[src/rtl/sfp_telemetry_rx_if.sv]
// RX telemetry stream into the receiver and response stream out to the PS.
// Both streams: a beat transfers on a clock edge where tvalid && tready; the source holds tdata stable while tvalid is high and tready is low.
interface sfp_telemetry_rx_if;
  logic [63:0] s_rx_tdata;
  logic        s_rx_tvalid;
  logic        s_rx_tready;
  logic [63:0] m_rsp_tdata;
  logic        m_rsp_tvalid;
  logic        m_rsp_tready;

  modport slave (
    input  s_rx_tdata, s_rx_tvalid, m_rsp_tready,
    output s_rx_tready, m_rsp_tdata, m_rsp_tvalid
  );

  modport master (
    output s_rx_tdata, s_rx_tvalid, m_rsp_tready,
    input  s_rx_tready, m_rsp_tdata, m_rsp_tvalid
  );
endinterface

[src/rtl/sfp_telemetry_rx.sv]
// Master-side SFP telemetry receiver: per-slave burst assembly into shadow banks with atomic commit,
// liveness and sequence-error tracking, and a FWFT response FIFO for non-telemetry frames.
module sfp_telemetry_rx #(
  parameter int P_ALIVE_TO  = 12000,
  parameter int P_BURST_TO  = 16,
  parameter int P_RSP_DEPTH = 4
) (
  input  logic                     i_clk,
  input  logic                     i_rst,
  input  logic                     i_channel_up,
  input  logic                     i_sfp_master,
  sfp_telemetry_rx_if.slave        bus,
  input  logic [1:0]               i_rd_slave,
  input  logic [3:0]               i_rd_idx,
  output logic [31:0]              o_rd_data,
  output logic [2:0]               o_update,
  output logic [2:0]               o_alive,
  output logic [15:0]              o_seq_err_cnt,
  output logic [15:0]              o_rsp_drop_cnt,
  output logic [2:0]               o_dbg_collect
);
  localparam int AW = $clog2(P_RSP_DEPTH);
  localparam int GW = $clog2(P_BURST_TO) + 1;

  typedef enum logic {S_IDLE, S_COLLECT} state_e;

  state_e      state_q [3], state_d [3];
  logic [3:0]  exp_q [3], exp_d [3];
  logic [GW-1:0] gap_q [3], gap_d [3];
  logic [31:0] shadow_q [3][9], shadow_d [3][9];
  logic [31:0] bank_q [3][9], bank_d [3][9];
  logic [15:0] alive_q [3], alive_d [3];
  logic [2:0]  update_q, update_d;
  logic [15:0] seq_err_q, seq_err_d, drop_q, drop_d;
  logic [31:0] rd_data_q, rd_data_d;
  logic [63:0] mem_q [P_RSP_DEPTH], mem_d [P_RSP_DEPTH];
  logic [AW-1:0] wr_q, wr_d, rd_q, rd_d;
  logic [AW:0] cnt_q, cnt_d;

  logic [31:0] hdr, frm_data;
  logic [1:0]  frm_id;
  logic [3:0]  frm_idx;
  logic        accept, is_tlm, live, hit, push_req, push, pop, fifo_empty, fifo_full;
  logic [1:0]  err_sum;
  logic [16:0] err_sum_ext;

  assign hdr      = bus.s_rx_tdata[63:32];
  assign frm_data = bus.s_rx_tdata[31:0];
  assign frm_id   = hdr[29:28];
  assign frm_idx  = hdr[3:0];
  assign accept   = bus.s_rx_tvalid && i_sfp_master;
  assign is_tlm   = (hdr[31:30] == 2'b00) && (hdr[27:4] == 24'h200000) &&
                    (frm_idx <= 4'd8) && (frm_id != 2'd0);
  // Any loss of channel or master role abandons in-flight bursts silently.
  assign live     = i_channel_up && i_sfp_master;

  assign fifo_empty = (cnt_q == '0);
  assign fifo_full  = (cnt_q == (AW+1)'(P_RSP_DEPTH));
  assign pop        = !fifo_empty && bus.m_rsp_tready;
  assign push_req   = accept && !is_tlm;
  assign push       = push_req && (!fifo_full || pop);

  always_comb begin
    state_d     = state_q;
    exp_d       = exp_q;
    gap_d       = gap_q;
    shadow_d    = shadow_q;
    bank_d      = bank_q;
    alive_d     = alive_q;
    update_d    = '0;
    err_sum     = '0;
    hit         = 1'b0;
    for (int s = 0; s < 3; s++) begin
      hit = accept && is_tlm && live && (frm_id == 2'(s + 1));
      if (alive_q[s] < 16'(P_ALIVE_TO)) alive_d[s] = alive_q[s] + 16'd1;
      if (!live) begin
        state_d[s] = S_IDLE;
        exp_d[s]   = '0;
        gap_d[s]   = '0;
      end else if (state_q[s] == S_IDLE) begin
        if (hit && frm_idx == 4'd0) begin
          shadow_d[s][0] = frm_data;
          exp_d[s]       = 4'd1;
          gap_d[s]       = '0;
          state_d[s]     = S_COLLECT;
        end else if (hit) begin
          err_sum = err_sum + 2'd1;
        end
      end else if (hit) begin
        gap_d[s] = '0;
        if (frm_idx == exp_q[s]) begin
          shadow_d[s][frm_idx] = frm_data;
          exp_d[s]             = exp_q[s] + 4'd1;
          if (frm_idx == 4'd8) begin
            // Index 8 is committed straight from the bus; shadow_q[8] is not yet written.
            for (int i = 0; i < 8; i++) bank_d[s][i] = shadow_q[s][i];
            bank_d[s][8] = frm_data;
            update_d[s]  = 1'b1;
            alive_d[s]   = '0;
            state_d[s]   = S_IDLE;
          end
        end else if (frm_idx == 4'd0) begin
          err_sum        = err_sum + 2'd1;
          shadow_d[s][0] = frm_data;
          exp_d[s]       = 4'd1;
        end else begin
          err_sum    = err_sum + 2'd1;
          state_d[s] = S_IDLE;
        end
      end else if (gap_q[s] == GW'(P_BURST_TO - 1)) begin
        err_sum    = err_sum + 2'd1;
        state_d[s] = S_IDLE;
      end else begin
        gap_d[s] = gap_q[s] + GW'(1);
      end
    end

    err_sum_ext = {1'b0, seq_err_q} + 17'(err_sum);
    seq_err_d   = err_sum_ext[16] ? 16'hFFFF : err_sum_ext[15:0];

    mem_d  = mem_q;
    wr_d   = wr_q;
    rd_d   = rd_q;
    drop_d = drop_q;
    if (push) begin
      mem_d[wr_q] = bus.s_rx_tdata;
      wr_d        = wr_q + AW'(1);
    end
    if (pop) rd_d = rd_q + AW'(1);
    if (push_req && !push && drop_q != 16'hFFFF) drop_d = drop_q + 16'd1;
    cnt_d = cnt_q + (AW+1)'(push) - (AW+1)'(pop);

    rd_data_d = '0;
    if (i_rd_idx <= 4'd8) begin
      case (i_rd_slave)
        2'd1:    rd_data_d = bank_q[0][i_rd_idx];
        2'd2:    rd_data_d = bank_q[1][i_rd_idx];
        2'd3:    rd_data_d = bank_q[2][i_rd_idx];
        default: rd_data_d = '0;
      endcase
    end
  end

  always_ff @(posedge i_clk or negedge i_rst) begin
    if (!i_rst) begin
      state_q   <= '{default: S_IDLE};
      exp_q     <= '{default: '0};
      gap_q     <= '{default: '0};
      shadow_q  <= '{default: '0};
      bank_q    <= '{default: '0};
      alive_q   <= '{default: 16'(P_ALIVE_TO)};
      update_q  <= '0;
      seq_err_q <= '0;
      drop_q    <= '0;
      rd_data_q <= '0;
      mem_q     <= '{default: '0};
      wr_q      <= '0;
      rd_q      <= '0;
      cnt_q     <= '0;
    end else begin
      state_q   <= state_d;
      exp_q     <= exp_d;
      gap_q     <= gap_d;
      shadow_q  <= shadow_d;
      bank_q    <= bank_d;
      alive_q   <= alive_d;
      update_q  <= update_d;
      seq_err_q <= seq_err_d;
      drop_q    <= drop_d;
      rd_data_q <= rd_data_d;
      mem_q     <= mem_d;
      wr_q      <= wr_d;
      rd_q      <= rd_d;
      cnt_q     <= cnt_d;
    end
  end

  assign bus.s_rx_tready  = 1'b1;
  assign bus.m_rsp_tvalid = !fifo_empty;
  assign bus.m_rsp_tdata  = fifo_empty ? 64'd0 : mem_q[rd_q];
  assign o_rd_data        = rd_data_q;
  assign o_update         = update_q;
  assign o_seq_err_cnt    = seq_err_q;
  assign o_rsp_drop_cnt   = drop_q;

  always_comb begin
    o_alive       = '0;
    o_dbg_collect = '0;
    for (int s = 0; s < 3; s++) begin
      o_alive[s]       = alive_q[s] < 16'(P_ALIVE_TO);
      o_dbg_collect[s] = (state_q[s] == S_COLLECT);
    end
  end
endmodule

[src/flat_wrapper.sv]
// flat-port wrapper written by rule: the top's interface ports become plain ports
module sfp_telemetry_rx_flat 
#(
  parameter int P_ALIVE_TO  = 12000,
  parameter int P_BURST_TO  = 16,
  parameter int P_RSP_DEPTH = 4
)
  (i_clk, i_rst, i_channel_up, i_sfp_master, i_rd_slave, i_rd_idx, o_rd_data, o_update, o_alive, o_seq_err_cnt, o_rsp_drop_cnt, o_dbg_collect, bus_s_rx_tdata, bus_s_rx_tvalid, bus_m_rsp_tready, bus_s_rx_tready, bus_m_rsp_tdata, bus_m_rsp_tvalid);
  sfp_telemetry_rx_if bus_i ();
  input  logic i_clk;
  input  logic i_rst;
  input  logic i_channel_up;
  input  logic i_sfp_master;
  input  logic [1:0] i_rd_slave;
  input  logic [3:0] i_rd_idx;
  output logic [31:0] o_rd_data;
  output logic [2:0] o_update;
  output logic [2:0] o_alive;
  output logic [15:0] o_seq_err_cnt;
  output logic [15:0] o_rsp_drop_cnt;
  output logic [2:0] o_dbg_collect;
  input wire logic [$bits(bus_i.s_rx_tdata)-1:0] bus_s_rx_tdata;
  input wire logic [$bits(bus_i.s_rx_tvalid)-1:0] bus_s_rx_tvalid;
  input wire logic [$bits(bus_i.m_rsp_tready)-1:0] bus_m_rsp_tready;
  output wire logic [$bits(bus_i.s_rx_tready)-1:0] bus_s_rx_tready;
  output wire logic [$bits(bus_i.m_rsp_tdata)-1:0] bus_m_rsp_tdata;
  output wire logic [$bits(bus_i.m_rsp_tvalid)-1:0] bus_m_rsp_tvalid;
  assign bus_i.s_rx_tdata = bus_s_rx_tdata;
  assign bus_i.s_rx_tvalid = bus_s_rx_tvalid;
  assign bus_i.m_rsp_tready = bus_m_rsp_tready;
  assign bus_s_rx_tready = bus_i.s_rx_tready;
  assign bus_m_rsp_tdata = bus_i.m_rsp_tdata;
  assign bus_m_rsp_tvalid = bus_i.m_rsp_tvalid;
  sfp_telemetry_rx #(.P_ALIVE_TO(P_ALIVE_TO), .P_BURST_TO(P_BURST_TO), .P_RSP_DEPTH(P_RSP_DEPTH)) u_core (.i_clk(i_clk), .i_rst(i_rst), .i_channel_up(i_channel_up), .i_sfp_master(i_sfp_master), .bus(bus_i), .i_rd_slave(i_rd_slave), .i_rd_idx(i_rd_idx), .o_rd_data(o_rd_data), .o_update(o_update), .o_alive(o_alive), .o_seq_err_cnt(o_seq_err_cnt), .o_rsp_drop_cnt(o_rsp_drop_cnt), .o_dbg_collect(o_dbg_collect));
endmodule
[config.mk]
export PLATFORM = sky130hd
export DESIGN_NAME = sfp_telemetry_rx_flat
export DESIGN_NICKNAME = d
export VERILOG_FILES = /design/src/rtl/sfp_telemetry_rx_if.sv /design/src/rtl/sfp_telemetry_rx.sv /design/src/flat_wrapper.sv
export SDC_FILE = /design/constraint.sdc
export NUM_CORES = 2
export LEC_CHECK = 0
export BUFFER_PORTS_ARGS = -buffer_cell sky130_fd_sc_hd__clkbuf_2
export CAP_MARGIN = 20
export CORE_MARGIN = 2
export CORE_UTILIZATION = 29
export CTS_CLUSTER_SIZE = 8
export DETAILED_ROUTE_END_ITERATION = 10
export PLACE_DENSITY = 0.52
export SLEW_MARGIN = 20
export SYNTH_ARGS = -nofsm -noshare
export SYNTH_HDL_FRONTEND = slang
export SYNTH_SLANG_ARGS = --single-unit
[constraint.sdc]
create_clock -name i_clk -period 5.3 [get_ports i_clk]
set_input_delay 0.265 -clock i_clk [delete_from_list [all_inputs] [get_ports i_clk]]
set_output_delay 0.265 -clock i_clk [all_outputs]
set_load 0.02 [all_outputs]
# --- Yosys cells after proc, flatten, opt, wreduce, memory -nomap -nowiden ---
# Cells that the tools add are included.
# W data, S select, Z words.
totals:
  output_inout_bits: 139
  word_cells: 333
  regBits: 2136
  inputBits: 76
op_classes:
  n_reduce_logical: 47
  order_cmp: 11
  addsub: 17
  bitwise: 4
  eq_ne: 34
  muxes: 143
op_table:
  columns: ["operator", "n"]
  rows:
  - ["$bwmux W288", 3]
  - ["$mux W288", 3]
  - ["$mux W256", 3]
  - ["$mux W32", 18]
  - ["$bmux W32 S4", 3]
  - ["$mux W16", 19]
  - ["$bwmux W256", 1]
  - ["$mux W64", 4]
  - ["$bmux W64 S2", 1]
  - ["$demux W32 S4", 1]
  - ["$demux W64 S2", 1]
  - ["$pmux W32 S3", 1]
  - ["$mux W5", 15]
  - ["$add A16 B1 Y16 const B", 4]
  - ["$mux W4", 16]
  - ["$lt A16 B14 Y1 const B", 3]
  - ["$mux W1", 37]
  - ["$mux W2", 17]
  - ["$eq A24 B22 Y1 const B", 1]
  - ["$ne A4 B4 Y1 const B", 6]
  - ["$reduce_and A4 Y1", 6]
  - ["$logic_and A1 B1 Y1", 20]
  - ["$ne A3 B3 Y1 const B", 6]
  - ["$add A16 B2 Y17", 1]
  - ["other kinds (30)", 66]

# --- Depth between registers and ports, before layout ---
depth:
  ltp_word: 23
  mapped_depth: 22
  depth_no_buf: 20

# --- Worst setup path before layout ---
# Ideal clock, no wire load.
synth_path:
  kind: "input to register"
  from: "input bus_s_rx_tdata[37]"
  to: "register u_core.seq_err_q[10], in the netlist u_core.o_seq_err_cnt[10]"
  n_path_buf: 2
  cell_stages: 19
  arrival_time_ns: 4.556
  required_time_ns: 5.232
  setup_ns: 0.068
  slack_ns: 0.676
  cell_sequence: "or4_1 > or4_1 > clkbuf_1 > nor4b_4 > nand2_2 > o21ai_0 > ha_1 > mux2i_1 > a22o_1 > nor3_1 > nor3_1 > fa_1 > and3_1 > nand3_1 > nor2_1 > nand3_1 > or2_2 > clkbuf_1 > nand2_1"
synth_via:
  elab_chain_cells: 23
  elab_cells_between_ends: 35
  classes_between: "add/sub (3); eq/ne (1); mux (20); reduce/logical (11)"
synth_lines:
  columns: ["element", "line_no", "text"]
  rows:
  - ["start, declared", "flat_wrapper.sv:22", "input wire logic [$bits(bus_i.s_rx_tdata)-1:0] bus_s_rx_tdata;"]
  - ["$eq A24 B22 Y1 (*)", "sfp_telemetry_rx.sv:52", "assign is_tlm = (hdr[31:30] == 2'b00) && (hdr[27:4] == 24'h200000) &&"]
  - ["$logic_and A1 B1 Y1 (*) (2 in series)", "sfp_telemetry_rx.sv:52", null]
  - ["$logic_and A1 B1 Y1 (*)", "sfp_telemetry_rx.sv:53", "(frm_idx <= 4'd8) && (frm_id != 2'd0);"]
  - ["$logic_and A1 B1 Y1 (*) (2 in series)", "sfp_telemetry_rx.sv:74", "hit = accept && is_tlm && live && (frm_id == 2'(s + 1));"]
  - ["$logic_and A1 B1 Y1", "sfp_telemetry_rx.sv:74", null]
  - ["$mux W1 or $logic_and A1 B1 Y1 (tied branches)", "sfp_telemetry_rx.sv:86, sfp_telemetry_rx.sv:81", null]
  - ["$mux W2", "sfp_telemetry_rx.sv:81", "if (hit && frm_idx == 4'd0) begin"]
  - ["$mux W2", "sfp_telemetry_rx.sv:80", "end else if (state_q[s] == S_IDLE) begin"]
  - ["[... 6 more ...]", null, null]
  - ["$add A2 B1 Y2", null, null]
  - ["$mux W2, on equally long branches", "sfp_telemetry_rx.sv:86, sfp_telemetry_rx.sv:91, sfp_telemetry_rx.sv:110", null]
  - ["$mux W2, on equally long branches", "sfp_telemetry_rx.sv:81, sfp_telemetry_rx.sv:89", null]
  - ["$mux W2", "sfp_telemetry_rx.sv:80", null]
  - ["$mux W2 (*)", "sfp_telemetry_rx.sv:76", "if (!live) begin"]
  - ["$add A16 B2 Y17 (*)", "sfp_telemetry_rx.sv:118", "err_sum_ext = {1'b0, seq_err_q} + 17'(err_sum);"]
  - ["$mux W16 (*)", "sfp_telemetry_rx.sv:119", "seq_err_d = err_sum_ext[16] ? 16'hFFFF : err_sum_ext[15:0];"]
  - ["net u_core.seq_err_d[10]", "sfp_telemetry_rx.sv:34", "logic [15:0] seq_err_q, seq_err_d, drop_q, drop_d;"]
  - ["end signal, assigned", "sfp_telemetry_rx.sv:168", "seq_err_q <= seq_err_d;"]
  - ["end, declared", "sfp_telemetry_rx.sv:34", null]
# Mark *: on every way through the listed nets, which the timed path passes. The rest lies on a longest branch.
# A chain may end at the register's enable or synchronous reset.

# --- Worst setup path after layout ---
layout_path:
  from: "input bus_s_rx_tdata[37]"
  to: "register u_core.seq_err_q[0], in the netlist u_core.o_seq_err_cnt[0]"
# The elaborated chain is that of the path after synthesis.

==> metrics.md <==
| Metric | Value |
|---|---|
| Final Power | 39.3 mW |
| First-pass GRT wire length | ~360 mm |
| Root buffer cell | clkbuf_16 |
| Reg clk slew, reported paths | about 0.050 ns |
| Simple logic cell fraction of the synthesized area | 10.5% |
| CP Class | in2reg |
| Share of cells above drive strength 1 | approximately 33% |
| Synth Area in Compound Gates | between 1 and 1.5% |
| WP data required | 6.07 ns |
| RSZ-0062 raised after global routing | no |
| Final Hold Fails | 0 |
| Max Slew Vio Count | 0 |
| Count of final setup violators | 0 |
| Yosys warning total | 0 |
| Initial antenna violation count | 8 |
| CTS tree | done |
| Clk sinks | 2040 |
| Main combinational cell family by area after synthesis | multiplexers |
| Crit end category | flop |
| Row cnt | 200 |
| Commonest cells after routing, fill and taps aside | 2017 x dfrtp_1, 1815 x nand2_1, 1298 x mux2_2, 306 x clkbuf_16, 273 x mux4_2 |
| Nets | roughly 7100 |
| Sequential fraction of the synthesis area | about 59% |
| Detailed Place HPWL | around 140 mm |
| Setup_tns | 0 ns |
| Netlist cell types | 63 |
| Pin count of the biggest net entering global routing | ~160 |
| RePlAce Congestion | between 0.7 and 0.8 |
| Avg Cell Area, Syn | 12.8 sq um |
| Worst-Skew Late Latency | 0.85 ns |
| Post-synthesis net count | approximately 6900 |
| Final wirelength | roughly 230 mm |
| Register bit total from synthesis | 2040 |
| Post-synth EDFFs | 0 |
| Core Box Area | around 0.3 sq mm |
| Worst Tran Pin Value | 1.10 ns |
| Total track usage | between 10% and 20% |
| GR Overflow Total | 0 |
| Vias per cell | just under 5 |
| Crit path time final | 4.83 ns |
| Worst VDD drop | between 0.0002 and 0.0003 V |
| R2R cell count | 16 |
| Adder-Cell Fraction of Synth Area | less than 1% |
| Full die area | slightly above 0.3 sq mm |
| Initial drt markers | between 3000 and 4000 |
| P&R area growth vs syn | 16.5% |
| Commonest non-fill, non-tap cell in the layout | dfrtp_1 |
| Ys async rst share | 100% |
| Max FO, Critical Path | 13 |
| Final worst-path cycle share | 91.1% |
| Num CTS Buffers | roughly 300 |
| Setup crit start kind | primary input |
| Mux contribution to synthesized area | between 20% and 30% |
| Power Dens Cells | a little under 400 mW/mm^2 |
| Post-synth top flop | dfrtp_1 |
| H-tree depth | 5 |
| Headroom to the max-slew limit | 26.7% |
| Setup bufs post-CTS | 0 |
| Run status | completed |
| Drt drc | 0 |
| 1st-pass router iterations | 7 |
| Post-route ant nets | 0 |
| Arrival @ worst endpoint | 5.59 ns |
| Chip width | between 500 and 600 um |
| Tightest Hold Check Type | in2async |
| Max-cap violation count | 0 |
| Routed WL per cell | 21.2 um |
| Clock tree buffer depth | 4 |
| DR vias | 52826 |
| Synth Cell Area | 0.0866 sq mm |
| Pleak | between 40 and 50 nW |
| Peak Freq | just over 200 MHz |
| Die Ht | roughly 550 um |
| I/O Pins | 215 |
| Mapped Cells | 6792 |
| XOR/XNOR share of the synthesized area | less than 1% |
| Clock Skews | 0.0414 ns |
| IO buf count | 213 |
| Number of global-route vias before repair | around 56000 |
| Initial cell density of the core | approximately 30% |
[through the flow]
step	hold WS [ns]	setup WS (ns)	cells	area [sq um]	util, %
4_1_cts	0.000239	0.459	10979	101000	34.0
5_1_grt	0.0425	0.105	10980	101000	34.0
6_report	0.0199	0.472	10980	101000	34.0
3_5_place_dp	0.317	0.202	10604	92600	31.2
2_1_floorplan	-0.0306	0.676	6792	86600	-
3_3_place_gp	0.295	0.216	10604	92600	31.2
[worst paths after layout]
check	slack [ns]	startpoint	endpoint
max	0.47	bus_s_rx_tdata[37]	u_core.o_seq_err_cnt[0]$_DFF_PN0_
min	0.02	i_rst	u_core.mem_q[131]$_DFFE_PN0P_
max reg2reg	1.17	u_core.exp_q[5]$_DFFE_PN0P_	u_core.o_seq_err_cnt[0]$_DFF_PN0_
min reg2reg	0.46	u_core.shadow_q[70]$_DFFE_PN0P_	u_core.bank_q[70]$_DFFE_PN0P_
max in group asynchronous	3.58	i_rst	u_core.bank_q[762]$_DFFE_PN0P_
min in group i_clk	0.05	i_sfp_master	u_core.o_rsp_drop_cnt[0]$_DFFE_PN0P_
[report_power, final]
part,switching (mW),internal [mW]
registers,0.650,16.6
logic,2.76,2.40
clock network,6.61,10.2
total,10.0,29.3
[final cells by class]
cell class	count	area, sq um
flip-flops and latches	2040	51100
repair buffers	394	3310
multi-input cells	4239	33600
clock inverters	16	190
fillers	28955	196000
diodes	1	2.50
well taps	3939	4930
clock buffers	322	7730
inverters	29	109
[worst max-delay path, cell delays in order]
cell and delay, ns:
dlygate4sd3_1 0.55, clkbuf_2 0.18, or4_1 0.64, or4_1 0.51, nor4b_4 0.33, nand2_2 0.11, o21ai_0 0.37, ha_1 0.30
mux2i_1 0.16, a22o_1 0.22, xnor2_1 0.08, nor2_1 0.22, ha_1 0.25, fa_1 0.24, and3_1 0.23, nand3_1 0.11
nor2_1 0.16, nand3_1 0.12, or2_2 0.44, nand2b_1 0.12
[routing by layer]
| metal | global-route usage (%) | share of wire (%) |
|---|---|---|
| met1 | 20.4 | 45 |
| met2 | 26.2 | 50 |
| met3 | 1.81 | 3.1 |
| met4 | 4.63 | 2.5 |
| met5 | 0 | 0.0052 |
[cells by family (layout without fill, tap and decap cells)]
kind of cell	Yosys count	in the layout
compound gates	199	199
xor+xnor	86	86
fa+ha+maj	26	26
buf+inv	513	761
flops	2040	2040
mux	1678	1678
other cells	1	2
simple gates	2249	2249
[cells in the mapped netlist (all sizes together), types with 2 or more instances]
master   instances  area (sq um)
a22o            29           254
a32o             2          20.0
mux2i           68           681
a31oi           36           225
mux2          1337         15100
nand2         1821          6850
buf            220          1100
a21o             2          15.0
xor2            48           420
nand3b           2          15.0
clkbuf         264           991
a211oi           7          52.6
and2            71           444
nand4           21           131
mux4           273          6150
o21ai           75           375
nor3            14          81.3
a31o             2          17.5
fa               2          40.0
nor2           156           586
o21a             3          22.5
or4              6          45.0
a41oi            4          35.0
a2111oi          2          17.5
and4             5          43.8
nand2b           4          25.0
and3            23           144
a21oi           28           140
dfstp           21           552
ha              24           300
nor2b           16           100
dfrtp         2019         50500
nor3b            3          22.5
xnor2           38           333
nor4            17           134
nand3           79           395
or2              4          25.0
inv             29           109
nor4b            4          56.3
[registers in the layout, summed over array words and instances, names as in the netlist]
name and cells:
u_core.alive_q 48, u_core.bank_q 864, u_core.cnt_q 3, u_core.exp_q 12
u_core.gap_q 15, u_core.mem_q 256, u_core.o_dbg_collect 3, u_core.o_rd_data 32
u_core.o_rsp_drop_cnt 16, u_core.o_seq_err_cnt 16, u_core.o_update 3, u_core.rd_q 2
u_core.shadow_q 768, u_core.wr_q 2
[timing repair]
item                                   CTS  global route
endpoints found under the hold margin  233             0
gates resized for setup                  0             0
hold buffers                            37             0
Note: power is estimated with default switching activity, not from simulation.
